$ cat src/rtl/seg7_scan_display.sv
// seg7_scan_display: time-multiplexed hex display driver for cascaded 4-bit counters.
//   A frame is DIGITS slots of SCAN_DIV cycles each. All digit values are snapshotted
//   once per frame, so a frame never mixes old and new values. The first BLANK_CYC
//   cycles of each slot turn every digit off to suppress ghosting. Leading zeros can
//   optionally be blanked.
// Ports:
//   CP       clock, rising edge
//   CR       synchronous active-high reset
//   data_in  digit values, [4k+3:4k] = digit k, digit 0 least significant
//   dp_in    per-digit decimal point request, 1 = on
//   lzb_en   1 = blank leading zeros
//   seg      {g,f,e,d,c,b,a}, active-low, registered
//   dp       decimal point, active-low, registered
//   an       digit enables, active-low, at most one low, registered
module seg7_scan_display #(
   parameter int unsigned DIGITS    = 4,
   parameter int unsigned SCAN_DIV  = 50000,
   parameter int unsigned BLANK_CYC = 2
) (
   input  logic                  CP,
   input  logic                  CR,
   input  logic [4*DIGITS-1:0]   data_in,
   input  logic [DIGITS-1:0]     dp_in,
   input  logic                  lzb_en,
   output logic [6:0]            seg,
   output logic                  dp,
   output logic [DIGITS-1:0]     an
);

   localparam int unsigned DIV_W = (SCAN_DIV > 1) ? $clog2(SCAN_DIV) : 1;
   localparam int unsigned IDX_W = (DIGITS > 1) ? $clog2(DIGITS) : 1;
   localparam logic [DIV_W-1:0] DIV_LAST  = DIV_W'(SCAN_DIV - 1);
   localparam logic [IDX_W-1:0] IDX_LAST  = IDX_W'(DIGITS - 1);
   localparam logic [DIV_W-1:0] BLANK_END = DIV_W'(BLANK_CYC);
   localparam logic [6:0]       SEG_OFF   = 7'h7F;

   logic [DIV_W-1:0]    div;
   logic [IDX_W-1:0]    idx;
   logic [4*DIGITS-1:0] snap_data;
   logic [DIGITS-1:0]   snap_dp;

   logic                div_wrap_c;
   logic                frame_end_c;
   logic [DIGITS-1:0]   lz_blank_c;
   logic [3:0]          cur_nib_c;
   logic                cur_dp_req_c;
   logic                cur_blank_c;
   logic [6:0]          seg_dec_c;
   logic                all_zero_c;

   assign div_wrap_c  = (div == DIV_LAST);
   assign frame_end_c = div_wrap_c && (idx == IDX_LAST);

   // Digit k is a leading zero when it and every more significant digit are zero
   always_comb begin
      lz_blank_c = '0;
      all_zero_c = 1'b1;
      for (int k = int'(DIGITS) - 1; k >= 1; k--) begin
         all_zero_c    = all_zero_c && (snap_data[4*k +: 4] == 4'h0);
         lz_blank_c[k] = lzb_en && all_zero_c;
      end
   end

   // Select the snapshot fields of the digit in the current slot
   always_comb begin
      cur_nib_c    = 4'h0;
      cur_dp_req_c = 1'b0;
      cur_blank_c  = 1'b0;
      for (int k = 0; k < int'(DIGITS); k++) begin
         if (IDX_W'(k) == idx) begin
            cur_nib_c    = snap_data[4*k +: 4];
            cur_dp_req_c = snap_dp[k];
            cur_blank_c  = lz_blank_c[k];
         end
      end
   end

   // Hex to active-low 7-segment pattern
   always_comb begin
      seg_dec_c = SEG_OFF;
      unique case (cur_nib_c)
         4'h0: seg_dec_c = 7'h40;
         4'h1: seg_dec_c = 7'h79;
         4'h2: seg_dec_c = 7'h24;
         4'h3: seg_dec_c = 7'h30;
         4'h4: seg_dec_c = 7'h19;
         4'h5: seg_dec_c = 7'h12;
         4'h6: seg_dec_c = 7'h02;
         4'h7: seg_dec_c = 7'h78;
         4'h8: seg_dec_c = 7'h00;
         4'h9: seg_dec_c = 7'h10;
         4'hA: seg_dec_c = 7'h08;
         4'hB: seg_dec_c = 7'h03;
         4'hC: seg_dec_c = 7'h46;
         4'hD: seg_dec_c = 7'h21;
         4'hE: seg_dec_c = 7'h06;
         4'hF: seg_dec_c = 7'h0E;
         default: seg_dec_c = SEG_OFF;
      endcase
   end

   // Scan counters, frame snapshot and registered outputs (from this cycle's state)
   always_ff @(posedge CP) begin
      if (CR) begin
         div       <= '0;
         idx       <= '0;
         snap_data <= '0;
         snap_dp   <= '0;
         an        <= '1;
         seg       <= SEG_OFF;
         dp        <= 1'b1;
      end else begin
         if (div_wrap_c) begin
            div <= '0;
            idx <= (idx == IDX_LAST) ? '0 : idx + IDX_W'(1);
         end else begin
            div <= div + DIV_W'(1);
         end

         if (frame_end_c) begin
            snap_data <= data_in;
            snap_dp   <= dp_in;
         end

         if (div < BLANK_END) begin
            an  <= '1;
            seg <= SEG_OFF;
            dp  <= 1'b1;
         end else begin
            an  <= ~(DIGITS'(1) << idx);
            seg <= cur_blank_c ? SEG_OFF : seg_dec_c;
            dp  <= cur_blank_c | ~cur_dp_req_c;
         end
      end
   end

endmodule

$ cat config.mk
export PLATFORM = sky130hd
export DESIGN_NAME = seg7_scan_display
export DESIGN_NICKNAME = d
export VERILOG_FILES = /design/src/rtl/seg7_scan_display.sv
export SDC_FILE = /design/constraint.sdc
export NUM_CORES = 1
export LEC_CHECK = 0
export ABC_AREA = 1
export CAP_MARGIN = 25
export CELL_PAD_IN_SITES_DETAIL_PLACEMENT = 2
export CELL_PAD_IN_SITES_GLOBAL_PLACEMENT = 2
export CORE_AREA = 3 3 72 142
export CTS_CLUSTER_DIAMETER = 60
export DETAILED_ROUTE_END_ITERATION = 6
export DIE_AREA = 0 0 75 145
export PLACE_DENSITY = 0.71
export SYNTH_ARGS = -nofsm -noshare
export SYNTH_HDL_FRONTEND = slang
export SYNTH_SLANG_ARGS = --single-unit
$ cat constraint.sdc
create_clock -name CP -period 1.8 [get_ports CP]
set_input_delay 0.36 -clock CP [delete_from_list [all_inputs] [get_ports CP]]
set_output_delay 0.36 -clock CP [all_outputs]
set_load 0.03 [all_outputs]
==> results.json <==
{
  "outcome": "finished with violations",
  "violations": "negative setup slack",
  "grt_use_total": 0.177,
  "routedWlPerCell_um": 17.3,
  "grt_pass1_wl_um": 14600,
  "finClkSkew_ns": 0.00942,
  "std_cell_rows": 50,
  "clock-sinks": 50,
  "yosys_warnings": 0,
  "cp-start-kind": "flop",
  "netlist_instances": 355,
  "cts_buffer_depth": 2,
  "synth-async-reset-ratio": 0,
  "dieArea_um2": 10900,
  "setup_tns_ns": -0.0363,
  "hp-class": "flop to flop",
  "place_area_um2": 3100,
  "dieHeight_um": 145,
  "fin_crit_ns": 1.83,
  "synth_seq_cells": 50,
  "avgSynthCellArea_um2": 6.94,
  "dr.pass1.iters": 4,
  "worst_slew_pin_slew_ns": 0.458,
  "synth_top_area_cell": "dfxtp_1",
  "antennaDiodeCount": 0,
  "viasPerCell": 4.86,
  "power_density_nw_per_um2": 703,
  "setup_ws_ns": -0.0294,
  "synth_edf_count": 0,
  "ir_drop_mv": 0.382,
  "antenna_left": 0,
  "cts_tree": "built",
  "syn2layout_area_growth_pct": 48.4,
  "fin_area_um2": 3650,
  "netlist_area_um2": 2460,
  "grt_start_max_net_pins": 22,
  "clk_latency_ns": 0.30,
  "finalMaxSlewViolations": 0,
  "crit_path_end_kind": "flop",
  "reg2regPathDepth": 11,
  "cap_violations": 0,
  "drc_errors": 0,
  "worstPathRequired_ns": 1.99,
  "synthesis.nets": 389,
  "hold_ws_ns": 0.459,
  "ys_seq_area_frac": 0.407,
  "fillCellCount": 1061,
  "cp_max_fo": 5,
  "core_area_um2": 9320,
  "arrival_ns": 2.02,
  "yosys.cell_count.top_type": "nor2_1",
  "final_util": 0.392,
  "root_buffer": "clkbuf_16",
  "yosys-top-cells-count": "78 x nor2_1, 74 x nand2_1, 50 x dfxtp_1",
  "leakage_nw": 1.51,
  "synth_top_area_share": 0.407,
  "nets": 455,
  "overflow": 0,
  "rsz0062_at_grt": "true",
  "die-width_um": 75,
  "port_buffers": 34,
  "htreeDepth": 2,
  "hold_depth": 1,
  "cts.clk_slew.worst_paths_ns": 0.07,
  "numCtsBuffers": 5,
  "grt_pass1_vias": 2921,
  "path_class": "flop to flop",
  "dp_hpwl_um": 6730,
  "slew_headroom": 0.692,
  "layout-drive-gt1-share": 0.254,
  "pin_count": 35,
  "finalHoldViolCount": 0,
  "routed_wl_um": 9100,
  "synth_ff_type": "dfxtp_1",
  "antenna_found_initial": 0,
  "synth_area_leaders": "dfxtp_1 41%, nor2_1 12%, nand2_1 11%",
  "drt_iter0_drc": 53,
  "max_freq_ghz": 0.547,
  "vias": 2554,
  "ff2ff_setup_slack_ns": -0.03,
  "ys_types": 28,
  "start_util": 0.264,
  "setup_viol": 2,
  "place.gp.congestion": 0.820,
  "post-route-period-util": 1.02
}
==> cell usage in the layout (no fill, tap or decap), drive strengths merged <==
cell type / count
xor2: 3
o21ai: 26
nand2: 78
inv: 35
ha: 11
nand4: 3
a21oi: 18
xnor2: 1
bufinv: 2
nor2: 84
a21boi: 2
nand3: 25
or2: 1
buf: 34
o211ai: 1
clkbuf: 6
nor3b: 2
nor3: 6
clkdlybuf4s50: 34
dfxtp: 50
==> critical path, cell delays in order, from the launching register on <==
cell	delay (ns)
dfxtp_4	0.40
inv_4	0.06
ha_4	0.17
a21oi_2	0.14
nand2_2	0.08
a21boi_4	0.28
inv_4	0.09
ha_4	0.18
nand2_4	0.10
nand3_2	0.08
nand2_2	0.08
nand2_2	0.05
==> per-layer routing <==
layer | up-vias | GRT usage | part of all wire | routed length [µm]
met3 | 13 | 0.0208 | 0.014 | 125
met1 | 1257 | 0.160 | 0.32 | 2920
li1 | 1257 | - | - | -
met4 | 0 | 0.0731 | 0.028 | 252
met5 | - | 0 | 0 | 0
met2 | 27 | 0.358 | 0.64 | 5800
==> cell families after synthesis <==
kind of cell	synth area share
xor+xnor	0.0142
fa+ha+maj	0.0559
compound gates	0.103
flops	0.407
buf+inv	0.0757
simple gates	0.345
==> final timing paths <==
path / end / startpoint
min reg2reg: div[0]$_SDFF_PP0_ / div[0]$_SDFF_PP0_
max reg2reg: seg[3]$_SDFF_PP1_ / idx[1]$_SDFFE_PP0N_
min: div[0]$_SDFF_PP0_ / div[0]$_SDFF_PP0_
max: seg[3]$_SDFF_PP1_ / idx[1]$_SDFFE_PP0N_
==> repair_timing <==
item,CTS,global route
hold buffers,0,0
endpoints found under the setup margin,7,17
setup buffers,1,6
resized for setup,29,44
pin swaps,6,23
==> power by group <==
| group | leakage (nW) | switching [mW] | internal (mW) |
|---|---|---|---|
| Combinational | 1.01 | 0.0854 | 0.0852 |
| Sequential | 0.406 | 0.00923 | 1.12 |
| Clock | 0.0971 | 0.434 | 0.835 |
==> per-stage QoR <==
step           worst slack (ns)  power (mW)  std cells
2_1_floorplan           0.00341        1.23        355
3_3_place_gp            -0.0712        1.32        511
3_5_place_dp             -0.209        1.33        511
4_1_cts                 0.00886        2.60        520
5_1_grt                  -0.120        2.68        526
6_report                -0.0294        2.57        526
==> cell type report <==
type | instances | area [µm²] | share of cell area
repair buffers | 68 | 636 | 0.174
clock inverters | 2 | 60.1 | 0.0164
inverters | 35 | 141 | 0.0387
multi-input cells | 261 | 1540 | 0.421
well taps | 104 | 130 | 0.0356
flip-flops and latches | 50 | 1010 | 0.276
clock buffers | 6 | 139 | 0.0380
==> state kept, by name (all words and copies together) (netlist names) <==
name / cells
an: 4
div: 16
dp: 1
idx: 2
seg: 7
snap_data: 16
snap_dp: 4
No activity file was read; power rests on OpenSTA's default activity.
==> RTL change 1 (config.mk and constraints unchanged) <==
The parameter `SCAN_DIV` goes from 50000 to 200000.
--- a/src/rtl/seg7_scan_display.sv
+++ b/src/rtl/seg7_scan_display.sv
@@ -15,5 +15,5 @@
 module seg7_scan_display #(
    parameter int unsigned DIGITS    = 4,
-   parameter int unsigned SCAN_DIV  = 50000,
+   parameter int unsigned SCAN_DIV  = 200000,
    parameter int unsigned BLANK_CYC = 2
 ) (
Behaviour: same outputs for any inputs over 10 cycles, from zero or initial values; that may be too few to reach the edited logic, so the function may still have changed.
==> RTL change 1 against the unedited design <==
Final area is 1.9% lower; maximum frequency is 5.7% higher; worst setup slack better by 98 ps; combinational power hardly changed; clock skew is 6.2 ps lower; area after synthesis is 9.0% higher; wire length is 3.0% higher; hold slack better by 34 ps; via count is 9.5% higher; total power is 8.8% lower; final cell count is 8.0% higher; sequential cell count is 2 higher; sequential share of layout area is 1.7 points higher.
==> RTL change 1: results (changes against the unedited design) <==
status = completed
Post-synth top cells = nand2_1, nor2_1, dfxtp_1, inv_1, nand3_1
Seq power = 1180 uW (+4%)
Cells after Synth = 407 (+15%)
largest net degree at the start of global routing = 25 (+14%)
Setup Buffers After CTS = 0 (-1)
clock skew = 3.25 ps (-6.17 ps)
Vias = 2,797 (+9.5%)
dpl cell area = 0.00327 mm2 (+5.4%)
vias in the first global route = 3,191 (+9.2%)
via-per-instance ratio = 4.92 (+1.4%)
M1 GR Usage = 14.8% (-1.3 points)
Final nets = 497 (+9.2%)
fill count = 1,126 (+6.1%)
LEAKAGE = 0.00160 uW (+5.4%)
Cells after DPL = 560 (+9.6%)
Unique masters post-synth = 29 (+3.6%)
share of layout cells above drive strength 1 = 16.2% (-9.2 points)
total track usage = 18.2% (+0.51 points)
syn_nets = 441 (+13%)
Largest regs = div x18, snap_data x16, seg x7
worst slew pin tran = 336 ps (-122 ps)
GPL Wtd Cong = 0.842 (+2.8%)
Clock power frac = 42.6% (-6.8 points)
WL/cell = 16.5 um (-4.6%)
post-synthesis sequential area ratio = 38.8% (-1.9 points)
setup slack at placement = -116 ps (+93.2 ps)
DP Wirelength = 7.51 mm (+12%)
CTS resizes = 16 (-45%)
-- RTL change 1: changes by cell type after synthesis, sizes merged, moves of 2 or more --
cell	change
nand2	+48
nor2	-5
inv	+11
nand4	+5
clkinv	+2
o21ai	-21
clkbuf	-4
a21boi	-2
nand3	+10
dfxtp	+2
buf	+4
-- RTL change 1: worst max-delay path: cells and delay by family, from the launching register on --
kind / cells / cell delay [ps]
fa+ha+maj: 2 / 360
buf+inv: 2 / 190
flops: 1 / 410
simple gates: 8 / 660
-- RTL change 1: worst paths after layout --
path | from | end | slack [ps] | cells past startpoint
max | idx[1]$_SDFFE_PP0N_ | seg[0]$_SDFF_PP1_ | 70 | 12
max reg2reg | idx[1]$_SDFFE_PP0N_ | seg[0]$_SDFF_PP1_ | 70 | 12
min reg2reg | div[11]$_SDFF_PP0_ | div[11]$_SDFF_PP0_ | 490 | 2
min | div[11]$_SDFF_PP0_ | div[11]$_SDFF_PP0_ | 490 | 2
-- RTL change 1: layer usage --
layer / vias to the layer above / share of wire (%) / wire [um]
li1: 1371 / - / -
met1: 1368 / 31 / 2880
met2: 37 / 64 / 6000
met3: 21 / 1.5 / 139
met4: 0 / 3.8 / 360
met5: - / 0 / 0
-- RTL change 1: final cells by class --
cell class                      count  area [um2]  share of cell area, %
Clock inverter                      2        10.0                  0.279
Multi-Input combinational cell    298        1540                   42.9
Timing Repair Buffer               58         528                   14.7
Tap cell                          104         130                   3.63
Inverter                           48         191                   5.34
Clock buffer                        6         139                   3.87
Sequential cell                    52        1050                   29.3
-- RTL change 1: cells by family after synthesis --
group                      Yosys count  share of synthesized area [%]
xor gates and xnor gates             3                          0.979
DFF                                 52                           38.8
adders and majority gates           11                           5.13
and+or+nand+nor                    259                           41.0
buffers and inverters               57                           9.23
AOI/OAI and AO/OA                   25                           4.90
==> RTL change 2 (same flow settings) <==
Without the edit above. Add an input register stage for `CR`, `data_in`, `dp_in` and `lzb_en`; this delays them by one clock.
--- a/src/rtl/seg7_scan_display.sv
+++ b/src/rtl/seg7_scan_display.sv
@@ -35,4 +35,16 @@
    localparam logic [6:0]       SEG_OFF   = 7'h7F;
 
+   logic CR_q;
+   logic [4*DIGITS-1:0] data_q;
+   logic [DIGITS-1:0] dp_q;
+   logic lzb_en_q;
+
+   always_ff @(posedge CP) begin
+      CR_q     <= CR;
+      data_q   <= data_in;
+      dp_q     <= dp_in;
+      lzb_en_q <= lzb_en;
+   end
+
    logic [DIV_W-1:0]    div;
    logic [IDX_W-1:0]    idx;
@@ -58,5 +70,5 @@
       for (int k = int'(DIGITS) - 1; k >= 1; k--) begin
          all_zero_c    = all_zero_c && (snap_data[4*k +: 4] == 4'h0);
-         lz_blank_c[k] = lzb_en && all_zero_c;
+         lz_blank_c[k] = lzb_en_q && all_zero_c;
       end
    end
@@ -102,5 +114,5 @@
    // Scan counters, frame snapshot and registered outputs (from this cycle's state)
    always_ff @(posedge CP) begin
-      if (CR) begin
+      if (CR_q) begin
          div       <= '0;
          idx       <= '0;
@@ -119,6 +131,6 @@
 
          if (frame_end_c) begin
-            snap_data <= data_in;
-            snap_dp   <= dp_in;
+            snap_data <= data_q;
+            snap_dp   <= dp_q;
          end
 
Formal check against the unedited RTL: not equivalent (Yosys sat finds a counterexample within 4 cycles, from zero or initial values).
==> RTL change 2 against the unedited design <==
Final area is 11% higher; total power is 38% higher; area after synthesis is 17% higher; wire length is 9.6% higher; worst setup slack better by 41 ps; critical path depth is 1 higher; sequential cell count is 22 higher; largest power group unchanged.
==> RTL change 2: results (changes against the unedited design) <==
Area contributors post-synth = dfxtp_1, nor2_1, nand2_1, nand3_1, ha_1
vias in the first global route = 3,016 (+3.3%)
setup slack at placement = -164 ps (+44.6 ps)
Worst VDD drop = 0.409 mV (+7.0%)
total track usage = 18.7% (+1.0 points)
Seq power = 1650 uW (+46%)
Worst Path Max Fanout = 8 (+3)
Unique masters post-synth = 29 (+3.6%)
DRT met1 WL = 3.10 mm (+6.1%)
clk_lat worst skew = 340 ps (+40 ps)
Final min period = 1790 ps (-41.1 ps)
clock skew = 10.1 ps (+0.705 ps)
Post-synth top cells = nor2_1, dfxtp_1, nand2_1, nand3_1, inv_1
DP Wirelength = 7.07 mm (+5.1%)
Flop pwr share = 46.6% (+2.6 points)
GPL Wtd Cong = 0.884 (+7.8%)
post-synthesis sequential area ratio = 49.8% (+9.2 points)
H-tree depth = 3 (+1)
Cells after DPL = 528 (+3.3%)
R2R setup slack = 10 ps (+40 ps)
dpl cell area = 0.00351 mm2 (+13%)
status = completed
Vias = 2,770 (+8.5%)
Largest regs = data_q x16, div x16, snap_data x16
Setup Buffers After CTS = 0 (-1)
DR iter-0 viols = 63 (+19%)
met2 Usage GRT = 36.1% (+0.35 points)
Critical R2R Capture = seg[5]$_SDFF_PP1_
final hold slack = 422 ps (-37.2 ps)
Max-Slew Margin vs Limit = 71.9% (+2.6 points)
Critical Path Source = idx[0]$_SDFFE_PP0N_
clock group power = 1720 uW (+35%)
[RTL change 2: changes by cell type after synthesis, sizes merged]
cell    delta
xor2       -2
dfxtp     +22
a21boi     -1
nor3       +1
nor2       -5
a21oi      +4
or2        +3
nand2      -2
nor4       +1
inv        -7
nor3b      -1
nand3      +7
[RTL change 2: critical path, cell delays in order (launching register included)]
cell	delay, ps
dfxtp_4	390
inv_4	60
ha_4	200
a21oi_2	120
nand2_1	80
nand2_2	80
nand2_4	80
buf_4	150
ha_4	160
nand2_2	90
o21ai_0	120
nand2_1	80
nand2_1	50
[RTL change 2: area by class of cell]
| cell class | count | share of cell area (%) |
|---|---|---|
| clock buffers | 11 | 6.24 |
| clock inverters | 5 | 0.926 |
| inverters | 28 | 2.84 |
| multi-input cells | 266 | 36.9 |
| flip-flops and latches | 72 | 35.8 |
| well taps | 104 | 3.21 |
| repair buffers | 60 | 14.1 |
